## config.mk

```make
export PLATFORM = sky130hd
export DESIGN_NAME = fetch_unit
export DESIGN_NICKNAME = d
export VERILOG_FILES = /design/src/rtl/fetch_unit.sv
export SDC_FILE = /design/constraint.sdc
export NUM_CORES = 1
export LEC_CHECK = 0
export ABC_AREA = 1
export BUFFER_PORTS_ARGS = -buffer_cell sky130_fd_sc_hd__buf_4
export CORE_MARGIN = 3
export CORE_UTILIZATION = 45
export DETAILED_ROUTE_END_ITERATION = 6
export PLACE_DENSITY = 0.66
export SLEW_MARGIN = 20
export SYNTH_ARGS = -nofsm -noshare
export SYNTH_HDL_FRONTEND = slang
export SYNTH_SLANG_ARGS = --single-unit
```

## constraint.sdc

```tcl
create_clock -name clk -period 10.82 [get_ports clk]
set_input_delay 2.164 -clock clk [delete_from_list [all_inputs] [get_ports clk]]
set_output_delay 2.164 -clock clk [all_outputs]
set_load 0.01 [all_outputs]
```

## src/rtl/fetch_unit.sv

```systemverilog
// Instruction fetch stage: PC, credit-limited imem requests, response queue to decode.
// Optional macro FETCH_PERF_CNT_EN adds perf_fetched / perf_stall counters.
module fetch_unit #(
  parameter logic [31:0] RESET_PC    = 32'h0000_0000,
  parameter int          QUEUE_DEPTH = 2
) (
  input  logic        clk,
  input  logic        rst,
  output logic        imem_req,
  output logic [31:0] imem_addr,
  input  logic        imem_ready,
  input  logic        imem_rvalid,
  input  logic [31:0] imem_rdata,
  input  logic        redirect_valid,
  input  logic [31:0] redirect_pc,
  output logic        out_valid,
  input  logic        out_ready,
  output logic [31:0] out_inst,
  output logic [31:0] out_pc,
`ifdef FETCH_PERF_CNT_EN
  output logic [31:0] perf_fetched,
  output logic [31:0] perf_stall,
`endif
  output logic [31:0] out_pc_plus4
);

  localparam int AW = (QUEUE_DEPTH > 1) ? $clog2(QUEUE_DEPTH) : 1;
  localparam int CW = AW + 1;

  typedef logic [AW-1:0] ptr_t;
  typedef logic [CW-1:0] cnt_t;

  localparam ptr_t PTR_ZERO = ptr_t'(1'b0);
  localparam ptr_t PTR_ONE  = ptr_t'(1'b1);
  localparam cnt_t CNT_ZERO = cnt_t'(1'b0);
  localparam cnt_t CNT_ONE  = cnt_t'(1'b1);
  localparam cnt_t DEPTH_C  = cnt_t'(QUEUE_DEPTH);

  logic [31:0] pc_r;
  cnt_t        outstanding_r;
  cnt_t        drop_cnt_r;
  cnt_t        q_count_r;
  ptr_t        q_head_r;
  ptr_t        q_tail_r;
  ptr_t        af_head_r;
  ptr_t        af_tail_r;
  logic [31:0] q_inst_r [QUEUE_DEPTH];
  logic [31:0] q_pc_r   [QUEUE_DEPTH];
  logic [31:0] af_pc_r  [QUEUE_DEPTH];

  logic        out_valid_s;
  logic        pop_s;
  logic        req_s;
  logic        accept_s;
  logic        drop_s;
  logic        push_s;
  logic [CW:0] used_s;
  cnt_t        outstanding_next_s;
  cnt_t        q_count_next_s;

  // Handshake decode and the request credit check
  always_comb begin
    out_valid_s        = 1'b0;
    pop_s              = 1'b0;
    used_s             = {(CW+1){1'b0}};
    req_s              = 1'b0;
    accept_s           = 1'b0;
    drop_s             = 1'b0;
    push_s             = 1'b0;
    outstanding_next_s = outstanding_r;
    q_count_next_s     = q_count_r;

    out_valid_s = !rst && (q_count_r != CNT_ZERO);
    pop_s       = out_valid_s && out_ready;
    // In-flight requests plus buffered words must leave room for every response.
    used_s      = {1'b0, outstanding_r} + {1'b0, q_count_r} - {{CW{1'b0}}, pop_s};
    req_s       = !rst && !redirect_valid && (used_s < {1'b0, DEPTH_C});
    accept_s    = req_s && imem_ready;
    drop_s      = imem_rvalid && (drop_cnt_r != CNT_ZERO);
    push_s      = imem_rvalid && (drop_cnt_r == CNT_ZERO) && !redirect_valid;

    outstanding_next_s = outstanding_r + (accept_s ? CNT_ONE : CNT_ZERO)
                                       - (imem_rvalid ? CNT_ONE : CNT_ZERO);
    q_count_next_s     = q_count_r + (push_s ? CNT_ONE : CNT_ZERO)
                                   - (pop_s ? CNT_ONE : CNT_ZERO);
  end

  // PC, credit counters, address FIFO and instruction queue
  always_ff @(posedge clk) begin
    if (rst) begin
      pc_r          <= RESET_PC;
      outstanding_r <= CNT_ZERO;
      drop_cnt_r    <= CNT_ZERO;
      q_count_r     <= CNT_ZERO;
      q_head_r      <= PTR_ZERO;
      q_tail_r      <= PTR_ZERO;
      af_head_r     <= PTR_ZERO;
      af_tail_r     <= PTR_ZERO;
      for (int i = 0; i < QUEUE_DEPTH; i++) begin
        q_inst_r[i] <= 32'h0000_0000;
        q_pc_r[i]   <= 32'h0000_0000;
        af_pc_r[i]  <= 32'h0000_0000;
      end
    end else if (redirect_valid) begin
      // Every request still in flight now belongs to the abandoned path.
      pc_r          <= redirect_pc & 32'hFFFF_FFFC;
      outstanding_r <= outstanding_next_s;
      drop_cnt_r    <= outstanding_next_s;
      q_count_r     <= CNT_ZERO;
      q_head_r      <= PTR_ZERO;
      q_tail_r      <= PTR_ZERO;
      af_head_r     <= PTR_ZERO;
      af_tail_r     <= PTR_ZERO;
    end else begin
      outstanding_r <= outstanding_next_s;
      q_count_r     <= q_count_next_s;
      if (accept_s) begin
        pc_r               <= pc_r + 32'd4;
        af_pc_r[af_tail_r] <= pc_r;
        af_tail_r          <= af_tail_r + PTR_ONE;
      end
      if (drop_s) begin
        drop_cnt_r <= drop_cnt_r - CNT_ONE;
      end
      if (push_s) begin
        q_inst_r[q_tail_r] <= imem_rdata;
        q_pc_r[q_tail_r]   <= af_pc_r[af_head_r];
        q_tail_r           <= q_tail_r + PTR_ONE;
        af_head_r          <= af_head_r + PTR_ONE;
      end
      if (pop_s) begin
        q_head_r <= q_head_r + PTR_ONE;
      end
    end
  end

`ifdef FETCH_PERF_CNT_EN
  logic [31:0] perf_fetched_r;
  logic [31:0] perf_stall_r;

  // Decode-side throughput counters, free-running and wrapping
  always_ff @(posedge clk) begin
    if (rst) begin
      perf_fetched_r <= 32'h0000_0000;
      perf_stall_r   <= 32'h0000_0000;
    end else begin
      if (pop_s) begin
        perf_fetched_r <= perf_fetched_r + 32'd1;
      end
      if (!out_valid_s) begin
        perf_stall_r <= perf_stall_r + 32'd1;
      end
    end
  end

  assign perf_fetched = perf_fetched_r;
  assign perf_stall   = perf_stall_r;
`endif

  assign imem_req     = req_s;
  assign imem_addr    = pc_r;
  assign out_valid    = out_valid_s;
  assign out_inst     = q_inst_r[q_head_r];
  assign out_pc       = q_pc_r[q_head_r];
  assign out_pc_plus4 = q_pc_r[q_head_r] + 32'd4;

endmodule

```

==> impl_metrics.py, run 1 <==
metrics = {
    "run_status": {
        "status": "finished, final reports clean",
    },
    "floorplan": {
        "pin_count": 200,
        "die_w_um": 165.3,
        "rows": 57,
        "start_util_pct": 46.40,
        "die_area_um2": 27320,
        "fp.dieH_um": 165.3,
        "core_um2": 24600,
    },
    "final_layout": {
        "multiInputGateArea_um2": 4203,
        "drive_gt1_share_pct": 22.12,
        "nets": 1526,
        "num_antenna_cells": 0,
        "area_growth_pct": 21.78,
        "stdcell_count": 1789,
        "fill_cells": 2255,
        "seqCellArea_um2": 6370,
    },
    "pwr": {
        "peakVddDrop_v": 0.00009406,
        "finalPower_uw": 2117,
        "cellLeakagePower_uw": 0.005787,
        "power_density_nw_per_um2": 152.3,
    },
    "yosys": {
        "synth-seq-cells": 226,
        "syn_area_um2": 11420,
        "yosysSeqAreaShare_pct": 55.76,
        "ys_warn_count": 0,
        "synth.distinct_cells": 38,
        "syn_inst": 1266,
        "syn_avg_cell_area_um2": 9.018,
    },
    "clock_tree": {
        "clk_path_buf_depth": 3,
        "cts_hold_buf": 0,
        "cts_root_buffer": "clkbuf_16",
        "cts_resized": 0,
        "clk_pin_slew_ns": 0.06,
        "clk_latency_ns": 0.51,
        "htree_levels": 1,
        "cts_tree": "built",
        "cts_sinks": 226,
        "cts_setup_buffers": 0,
        "cts_buffers": 25,
    },
    "critical_path": {
        "path_class": "primary input to output port",
        "cp.required_ns": 8.66,
        "worstSetupEndpointType": "output port",
        "critPathArrivalTime_ns": 3.95,
        "start_kind": "primary input",
        "cp_max_fo": 31,
    },
    "grt": {
        "grt_pass1_wl_mm": 42.39,
        "first_global_vias": 8416,
        "antenna_found_initial": 0,
        "grt_overflow_total": 0,
        "grtUsageTotal_pct": 19.31,
        "grt_max_degree": 64,
    },
    "sta": {
        "fmax_mhz": 163.6,
        "finClkSkew_ns": 0.01053,
        "rsz0062_at_grt": "false",
        "period_share_pct": 56.49,
        "tightestPinTransition_ns": 0.8976,
        "slew_violations": 0,
        "setup_tns_ns": 0,
        "slew_headroom_pct": 40.16,
        "hold_viol": 0,
        "setup_viol": 0,
        "whs_ns": 0.4732,
        "min_period_ns": 6.112,
    },
    "placement": {
        "gp_congestion": 0.9382,
        "io_buffer_count": 191,
        "dp_hpwl_mm": 18.19,
        "placedCellCount": 1743,
    },
    "run": {
        "drv_cap": 0,
    },
    "detailed_routing": {
        "ant_nets": 0,
        "drc_errors": 0,
        "wl_met3_mm": 1.654,
        "top_layer": "met4",
        "routed_wl_mm": 26.45,
        "wl_met1_mm": 12.25,
        "vias_per_cell": 4.880,
        "drt_iter0_drc": 646,
        "vias": 8731,
        "wl_met2_mm": 12.12,
        "avgRoutedWirePerCell_um": 14.79,
        "firstDrtPassIters": 5,
    },
    "min_path": {
        "hp-class": "register to register",
    },
}
[where the power goes]
part           switching, uW  internal [uW]  leakage [uW]  total (uW)
sequential              22.6            991       0.00225        1010
clock                    331            515      0.000413         846
combinational            153            104       0.00312         258
total                    507           1610       0.00579        2120
[through the flow]
| step | setup WS [ns] | utilization, % | area (um2) |
|---|---|---|---|
| floorplan | 5.054 | - | 11440 |
| global placement | 4.239 | 53.14 | 13070 |
| detailed placement | 4.210 | 53.14 | 13070 |
| CTS | 4.696 | 56.50 | 13900 |
| global route | 4.502 | 56.51 | 13900 |
| finish | 4.708 | 56.51 | 13900 |
[sequential cells by signal, summed over array words and instances (netlist names), named ones only]
register	flops
q_head_r	1
drop_cnt_r	2
af_head_r	1
af_pc_r	60
imem_addr	30
outstanding_r	2
q_pc_r	60
af_tail_r	1
q_tail_r	1
q_count_r	2
q_inst_r	64
[worst max-delay path, cell delays in order]
cell and delay (ns):
buf_4 0.31, a21oi_1 0.11, nand2_1 0.11, inv_1 0.07, ha_1 0.27, inv_1 0.05
nand2_1 0.05, fa_1 0.38, inv_1 0.06, nand2_1 0.04, nand2_1 0.07, nand3_1 0.07
inv_1 0.06, buf_4 0.11
[placed cells by master (no fill, tap or decap), types with 7 or more instances in the layout]
master,Yosys,final
dfxtp_1,42,41
nand2_2,4,7
clkbuf_16,0,25
nand3_1,61,59
buf_4,7,200
mux2i_1,30,30
xnor2_1,8,8
o21ai_2,21,21
ha_1,9,9
a21oi_1,34,34
nand2_1,275,272
nor2_2,12,12
clkinv_2,0,7
xor2_1,17,17
o21ai_0,18,18
mux2_2,32,32
edfxtp_1,184,184
inv_1,154,154
nor2_1,275,275
nand3b_1,12,12
[cell usage after synthesis]
cell	instances	area share, %
conb_1	1	0.033
clkbuf_1	27	0.89
and2_1	2	0.11
nor2_2	12	0.66
clkinv_1	1	0.033
edfxtp_1	184	48
buf_2	10	0.44
nand2_1	275	9.0
nand3_1	61	2.7
a21oi_1	34	1.5
inv_1	154	5.1
nand2_2	4	0.22
nor2_4	2	0.20
o21ai_2	21	1.6
a221oi_1	1	0.077
dfxtp_1	42	7.4
mux2i_1	30	2.6
fa_1	1	0.18
o21ai_4	1	0.14
inv_2	4	0.13
buf_6	5	0.49
a21oi_4	1	0.14
buf_4	7	0.46
nand3b_1	12	0.79
o21ai_1	6	0.26
buf_1	2	0.066
nand3_2	1	0.088
o21ai_0	18	0.79
nor3_1	1	0.044
buf_12	1	0.18
ha_1	9	0.99
or2_2	1	0.055
mux2_2	32	3.2
a31oi_1	1	0.055
xnor2_1	8	0.61
xor2_1	17	1.3
nand4_1	2	0.11
nor2_1	275	9.0
[path summary, 6_finish.rpt]
check	start	slack (ns)	depth (start not counted)	to
worst min register to register	af_tail_r	0.47	2	af_tail_r
worst min-delay path	af_tail_r	0.47	2	af_tail_r
worst max register to register	q_count_r[1]	6.60	17	af_pc_r[0][30]
worst max-delay path	rst	4.71	14	imem_req
[metal layers]
metal / track usage [%] / up-vias
met4: 4.117 / 0
met5: 0 / -
met1: 27.56 / 4011
li1: - / 4417
met3: 2.494 / 34
met2: 31.72 / 269
[cell families (layout without fill, tap and decap cells)]
group / Yosys count / in the layout / share of synthesized area, %
XOR/XNOR: 25 / 25 / 1.918
other: 1 / 6 / 0.03285
AO/OA/AOI/OAI: 83 / 83 / 4.570
buffers and inverters: 211 / 405 / 7.748
adder cells (fa/ha/maj): 10 / 10 / 1.162
flip-flops: 226 / 226 / 55.76
multiplexers: 62 / 62 / 5.786
AND/OR/NAND/NOR: 648 / 648 / 23.02
[layout make-up]
class | count | area share (%)
flip-flops and latches | 226 | 45.82
multi-input cells | 834 | 30.23
repair buffers | 200 | 10.80
clock buffers | 32 | 4.905
inverters | 159 | 4.293
well taps | 324 | 2.916
clock inverters | 14 | 1.044
(Power assumes the default switching activity.)
==> inputs of run 2 (changes only) <==
==> constraint.sdc (replaced) <==
create_clock -name clk -period 6.1 [get_ports clk]
set_input_delay 1.22 -clock clk [delete_from_list [all_inputs] [get_ports clk]]
set_output_delay 1.22 -clock clk [all_outputs]
set_load 0.01 [all_outputs]
==> run 2 against run 1 <==
Net effect: die area unchanged; global-route usage about the same; total power up 74%; register-to-register slack worse by 3.9 ns; wire length down 0.54%; clock power up 69%; design area down 0.34%; sequential share of layout area up 0.16 points; sequential power up 78%; combinational power up 77%; hold slack worse by 0.00071 ns; critical path type unchanged; critical endpoint unchanged.
==> impl_metrics.py, run 2 (synthesis results as in run 1) <==
metrics = {
    "run_status": {
        "status": "finished, final reports clean",
    },
    "detailed_routing": {
        "ant_nets": 0,
        "vias": 8765,
        "firstDrtPassIters": 5,
        "vias_per_cell": 4.897,
        "drt_iter0_drc": 601,
        "drc_errors": 0,
        "avgRoutedWirePerCell_um": 14.70,
        "routed_wl_mm": 26.31,
    },
    "pwr": {
        "p_comb_share_pct": 12.4,
        "switching_share_pct": 24.37,
        "clock_power_share_pct": 38.8,
        "cellLeakagePower_uw": 0.005760,
        "seqPwrFrac_pct": 48.8,
        "finalPower_uw": 3680,
        "power_density_nw_per_um2": 265.6,
        "p_sw_uw": 896.7,
        "power.internal_uw": 2783,
        "peakVddDrop_v": 0.0001686,
    },
    "floorplan": {
        "die_w_um": 165.3,
        "die_area_um2": 27320,
        "pin_count": 200,
        "fp.dieH_um": 165.3,
        "start_util_pct": 46.40,
        "rows": 57,
        "core_um2": 24600,
    },
    "sta": {
        "setup_viol": 0,
        "setup_tns_ns": 0,
        "tightestPinTransition_ns": 0.7981,
        "period_share_pct": 69.59,
        "slew_violations": 0,
        "min_period_ns": 4.245,
        "rsz0062_at_grt": "false",
        "hold_viol": 0,
        "fmax_mhz": 235.6,
        "slew_headroom_pct": 46.73,
        "finClkSkew_ns": 0.005149,
    },
    "min_path": {
        "hp-class": "register to register",
        "hp-start": "af_head_r",
    },
    "grt": {
        "grt_max_degree": 64,
        "grtUsageTotal_pct": 19.27,
        "antenna_found_initial": 0,
        "first_global_vias": 8427,
        "grt_overflow_total": 0,
        "grt_pass1_wl_mm": 42.35,
    },
    "final_layout": {
        "nets": 1527,
        "drive_gt1_share_pct": 21.83,
        "final_cell_mix": "nor2_1 (275), nand2_1 (273), buf_4 (201), edfxtp_1 (184), inv_1 (154)",
        "area_growth_pct": 21.36,
        "num_antenna_cells": 0,
        "final_common_cell": "nor2_1",
        "largest_reg_flops": 64,
        "largest_register": "q_inst_r",
        "reg_top3": "q_inst_r (64), af_pc_r (60), q_pc_r (60)",
    },
    "clock_tree": {
        "cts_root_buffer": "clkbuf_16",
        "cts_setup_buffers": 0,
        "clk_latency_ns": 0.51,
        "clk_path_buf_depth": 3,
        "cts_tree": "built",
        "cts_sinks": 226,
        "htree_levels": 1,
        "cts_hold_buf": 0,
        "clk_pin_slew_ns": 0.06,
        "cts_buffers": 25,
        "cts_resized": 0,
    },
    "critical_path": {
        "path_cells": "buf_4, a21oi_1, nand2_1, inv_1, ha_1, inv_1, nand2_1, fa_1, inv_1, nand2_1, nand2_1, nand3_1, inv_1, buf_4",
        "critPathArrivalTime_ns": 3.02,
        "critPathTopFamily": "buffers and inverters",
        "worstSetupEndpointType": "output port",
        "crit_start": "rst",
        "start_kind": "primary input",
        "cp_slowest_stage_delay_ns": 0.38,
        "reg2reg_slack_ns": 2.72,
        "path_class": "primary input to output port",
        "cp.required_ns": 4.88,
        "slowest_stage": "fa_1",
        "path_buf_inv": 6,
        "reg2reg_from": "q_count_r[0]",
        "cp_max_fo": 31,
    },
    "placement": {
        "io_buffer_count": 191,
        "gp_congestion": 0.8984,
        "dp_hpwl_mm": 18.20,
    },
    "run": {
        "drv_cap": 0,
    },
}
run 2: final cells by class:
cell class	count	area, um2
inverter	159	596.8
clock buffer	32	651.9
fill	2225	10750
sequential	226	6370
timing repair buffer	201	1509
multi-input combinational	834	4200
tap	324	405.4
clock inverter	14	122.6
run 2: power groups by stage:
| stage | Sequential (uW) | Clock (uW) | Combinational (uW) |
|---|---|---|---|
| final | 1800 | 1430 | 457 |
| after global routing | 1810 | 1520 | 510 |
| after CTS | 1800 | 1460 | 463 |
| after detailed placement | 1830 | 0 | 461 |
| after global placement | 1830 | 0 | 455 |
| after floorplan | 1830 | 0 | 262 |
run 2: layer usage:
layer / wire length (um) / vias up / GRT usage [%]
met5: 0 / - / 0
met4: 398 / 0 / 4.079
met3: 1662 / 34 / 2.644
met1: 11890 / 4058 / 26.73
met2: 12360 / 251 / 32.46
li1: - / 4422 / -
run 2: final timing paths:
kind                                  endpoint  cells after the start
worst max-delay path                  imem_req                     14
worst min-delay path                  register                      2
worst max register to register  af_pc_r[0][27]                     16
worst min register to register        register                      2
run 2: worst min-delay path: cells and delay by family (launching register included):
family | cells | cell delay [ns]
compound gates | 1 | 0.06
buf+inv | 1 | 0.07
flops | 1 | 0.29
run 2: through the flow:
step / utilization (%) / cell area (um2) / setup slack, ns / hold WS, ns / instances
floorplan: - / 11440 / 1.831 / 0.4453 / 1271
global placement: 53.17 / 13080 / 1.605 / 0.4528 / 1744
detailed placement: 53.17 / 13080 / 1.590 / 0.4684 / 1744
CTS: 56.31 / 13860 / 1.829 / 0.4747 / 1790
global route: 56.31 / 13860 / 1.669 / 0.5241 / 1790
finish: 56.31 / 13860 / 1.855 / 0.4725 / 1790
==> inputs of run 3 (changes only) <==
--- a/config.mk
+++ b/config.mk
@@ -10,7 +10,7 @@
 export CORE_MARGIN = 3
 export CORE_UTILIZATION = 45
 export DETAILED_ROUTE_END_ITERATION = 6
-export PLACE_DENSITY = 0.66
+export PLACE_DENSITY = 0.69
 export SLEW_MARGIN = 20
 export SYNTH_ARGS = -nofsm -noshare
 export SYNTH_HDL_FRONTEND = slang
==> constraint.sdc (replaced) <==
create_clock -name clk -period 3.7 [get_ports clk]
set_input_delay 0.74 -clock clk [delete_from_list [all_inputs] [get_ports clk]]
set_output_delay 0.74 -clock clk [all_outputs]
set_load 0.01 [all_outputs]
==> run 3 against run 2 <==
Net effect: clock power is 62% higher; die area unchanged; total power grew 64%; wire length rose by 1.8%; utilization is 0.42 points higher; design area rose by 0.74%; combinational power is 68% higher; register-to-register slack lost 1.9 ns; hold slack got worse by 0.0095 ns; setup slack worse by 1.5 ns; sequential power up 64%; via count is 0.23% lower; largest cell class unchanged; highest routed layer unchanged.
==> impl_metrics.py, run 3 (synthesis results as in run 1) <==
metrics = {
    "run_status": {
        "status": "finished, final reports clean",
    },
    "sta": {
        "fmax_mhz": 297.6,
        "slew_violations": 0,
        "tightestPinTransition_ns": 0.7471,
        "rsz0062_at_grt": "false",
        "min_period_ns": 3.360,
        "setup_tns_ns": 0,
        "setup_viol": 0,
        "finClkSkew_ns": 0.01525,
        "whs_ns": 0.4630,
        "slew_headroom_pct": 50.19,
        "period_share_pct": 90.82,
        "hold_viol": 0,
    },
    "detailed_routing": {
        "vias_per_cell": 4.875,
        "routed_wl_mm": 26.78,
        "drt_iter0_drc": 633,
        "avgRoutedWirePerCell_um": 14.93,
        "firstDrtPassIters": 7,
        "ant_nets": 0,
        "drc_errors": 0,
        "vias": 8745,
    },
    "placement": {
        "gp_congestion": 0.8636,
        "place_area_um2": 13170,
        "placedCellCount": 1749,
        "io_buffer_count": 191,
        "dp_hpwl_mm": 18.51,
    },
    "critical_path": {
        "worstSetupEndpointType": "output port",
        "path_class": "register to output port",
        "start_kind": "register",
        "critPathArrivalTime_ns": 2.62,
        "cp.required_ns": 2.96,
        "cp_slowest_stage_delay_ns": 0.50,
        "path_cells": "buf_4, nand2_1, o21ai_1, nand2_1, nor2_1, nand2_1, nor2_1, nand2_1, nand2_1, nand2_1, buf_4",
        "cp_max_fo": 27,
        "crit_top_cell": "nand2_1",
        "slowest_stage": "dfxtp_4",
        "reg2reg_from": "q_count_r[0]",
    },
    "clock_tree": {
        "clk_path_buf_depth": 3,
        "htree_levels": 1,
        "cts_root_buffer": "clkbuf_16",
        "cts_buffers": 25,
        "cts_tree": "built",
        "clk_pin_slew_ns": 0.06,
        "clk_latency_ns": 0.52,
        "cts_sinks": 226,
    },
    "final_layout": {
        "stdcell_count": 1794,
        "largest_register": "q_inst_r",
        "reg_top3": "q_inst_r (64), af_pc_r (60), q_pc_r (60)",
        "fill_cells": 2259,
        "final_cell_mix": "nor2_1 (275), nand2_1 (272), buf_4 (202), edfxtp_1 (184), inv_1 (154)",
        "largest_reg_flops": 64,
        "nets": 1533,
        "num_antenna_cells": 0,
        "area_growth_pct": 22.26,
        "final_common_cell": "nor2_1",
        "drive_gt1_share_pct": 22.24,
        "fin_area_um2": 13960,
    },
    "floorplan": {
        "die_w_um": 165.3,
        "fp.dieH_um": 165.3,
        "pin_count": 200,
        "core_um2": 24600,
        "start_util_pct": 46.40,
        "die_area_um2": 27320,
        "rows": 57,
    },
    "grt": {
        "antenna_found_initial": 0,
        "grt_overflow_total": 0,
        "grtUsageTotal_pct": 19.49,
        "grt_max_degree": 63,
        "grt_pass1_wl_mm": 42.98,
        "first_global_vias": 8552,
    },
    "pwr": {
        "peakVddDrop_v": 0.0003038,
        "p_comb_share_pct": 12.7,
        "p_sw_uw": 1468,
        "cellLeakagePower_uw": 0.005807,
        "seqPwrFrac_pct": 49.1,
        "switching_share_pct": 24.32,
        "clock_power_share_pct": 38.2,
        "power.internal_uw": 4568,
        "power_density_nw_per_um2": 432.4,
    },
    "min_path": {
        "hp-start": "af_tail_r",
        "hp-class": "register to register",
    },
    "run": {
        "drv_cap": 0,
    },
}
-- run 3: path summary, 6_finish.rpt --
check | cells past startpoint | to | slack (ns)
worst min-delay path | 2 | af_tail_r | 0.46
worst max register to register | 18 | imem_addr[3] | 0.79
worst min register to register | 2 | af_tail_r | 0.46
worst max-delay path | 11 | out_pc_plus4[31] | 0.34
-- run 3: stage by stage --
stage | power [uW] | setup slack [ns] | util (%)
global placement | 3770 | 0.4273 | 53.53
global route | 6307 | 0.1189 | 56.73
finish | 6036 | 0.3397 | 56.73
detailed placement | 3788 | 0.3786 | 53.53
floorplan | 3443 | 0.01498 | -
CTS | 6094 | 0.1522 | 56.62
-- run 3: what timing repair did --
action | 4_1_cts | 5_1_grt
hold buffers | 0 | 0
gates resized for setup | 0 | 0
buffers inserted | 0 | 1
endpoints found under the setup margin | 0 | 10
-- run 3: critical path: cells and delay by family, from the launching register on --
kind,cells,cell delay (ns)
AOI/OAI and AO/OA,1,0.29
buffers and inverters,2,0.53
DFF,1,0.50
and+or+nand+nor,8,0.79
-- run 3: cell type report --
type | instances | area, um2 | share of cell area [%]
Clock buffer | 35 | 683.2 | 4.894
Clock inverter | 9 | 76.32 | 0.5468
Inverter | 159 | 596.8 | 4.276
Multi-Input combinational cell | 834 | 4203 | 30.11
Sequential cell | 226 | 6370 | 45.63
Tap cell | 324 | 405.4 | 2.904
Timing Repair Buffer | 207 | 1624 | 11.64
-- run 3: layer usage --
metal / routed length (um) / up-vias / GRT usage, % / part of all wire, %
li1: - / 4436 / - / -
met1: 12250 / 4044 / 27.58 / 46
met2: 12620 / 238 / 32.48 / 47
met3: 1523 / 27 / 2.444 / 5.7
met4: 389 / 0 / 3.927 / 1.5
met5: 0 / - / 0 / 0
-- run 3: power groups by stage --
| stage | clock network [uW] | logic, uW | registers, uW |
|---|---|---|---|
| 3_3_place_gp | 0 | 762 | 3010 |
| 3_5_place_dp | 0 | 773 | 3020 |
| 5_1_grt | 2470 | 858 | 2980 |
| 2_1_floorplan | 0 | 433 | 3010 |
| 4_1_cts | 2350 | 778 | 2960 |
| 6_report | 2310 | 768 | 2960 |
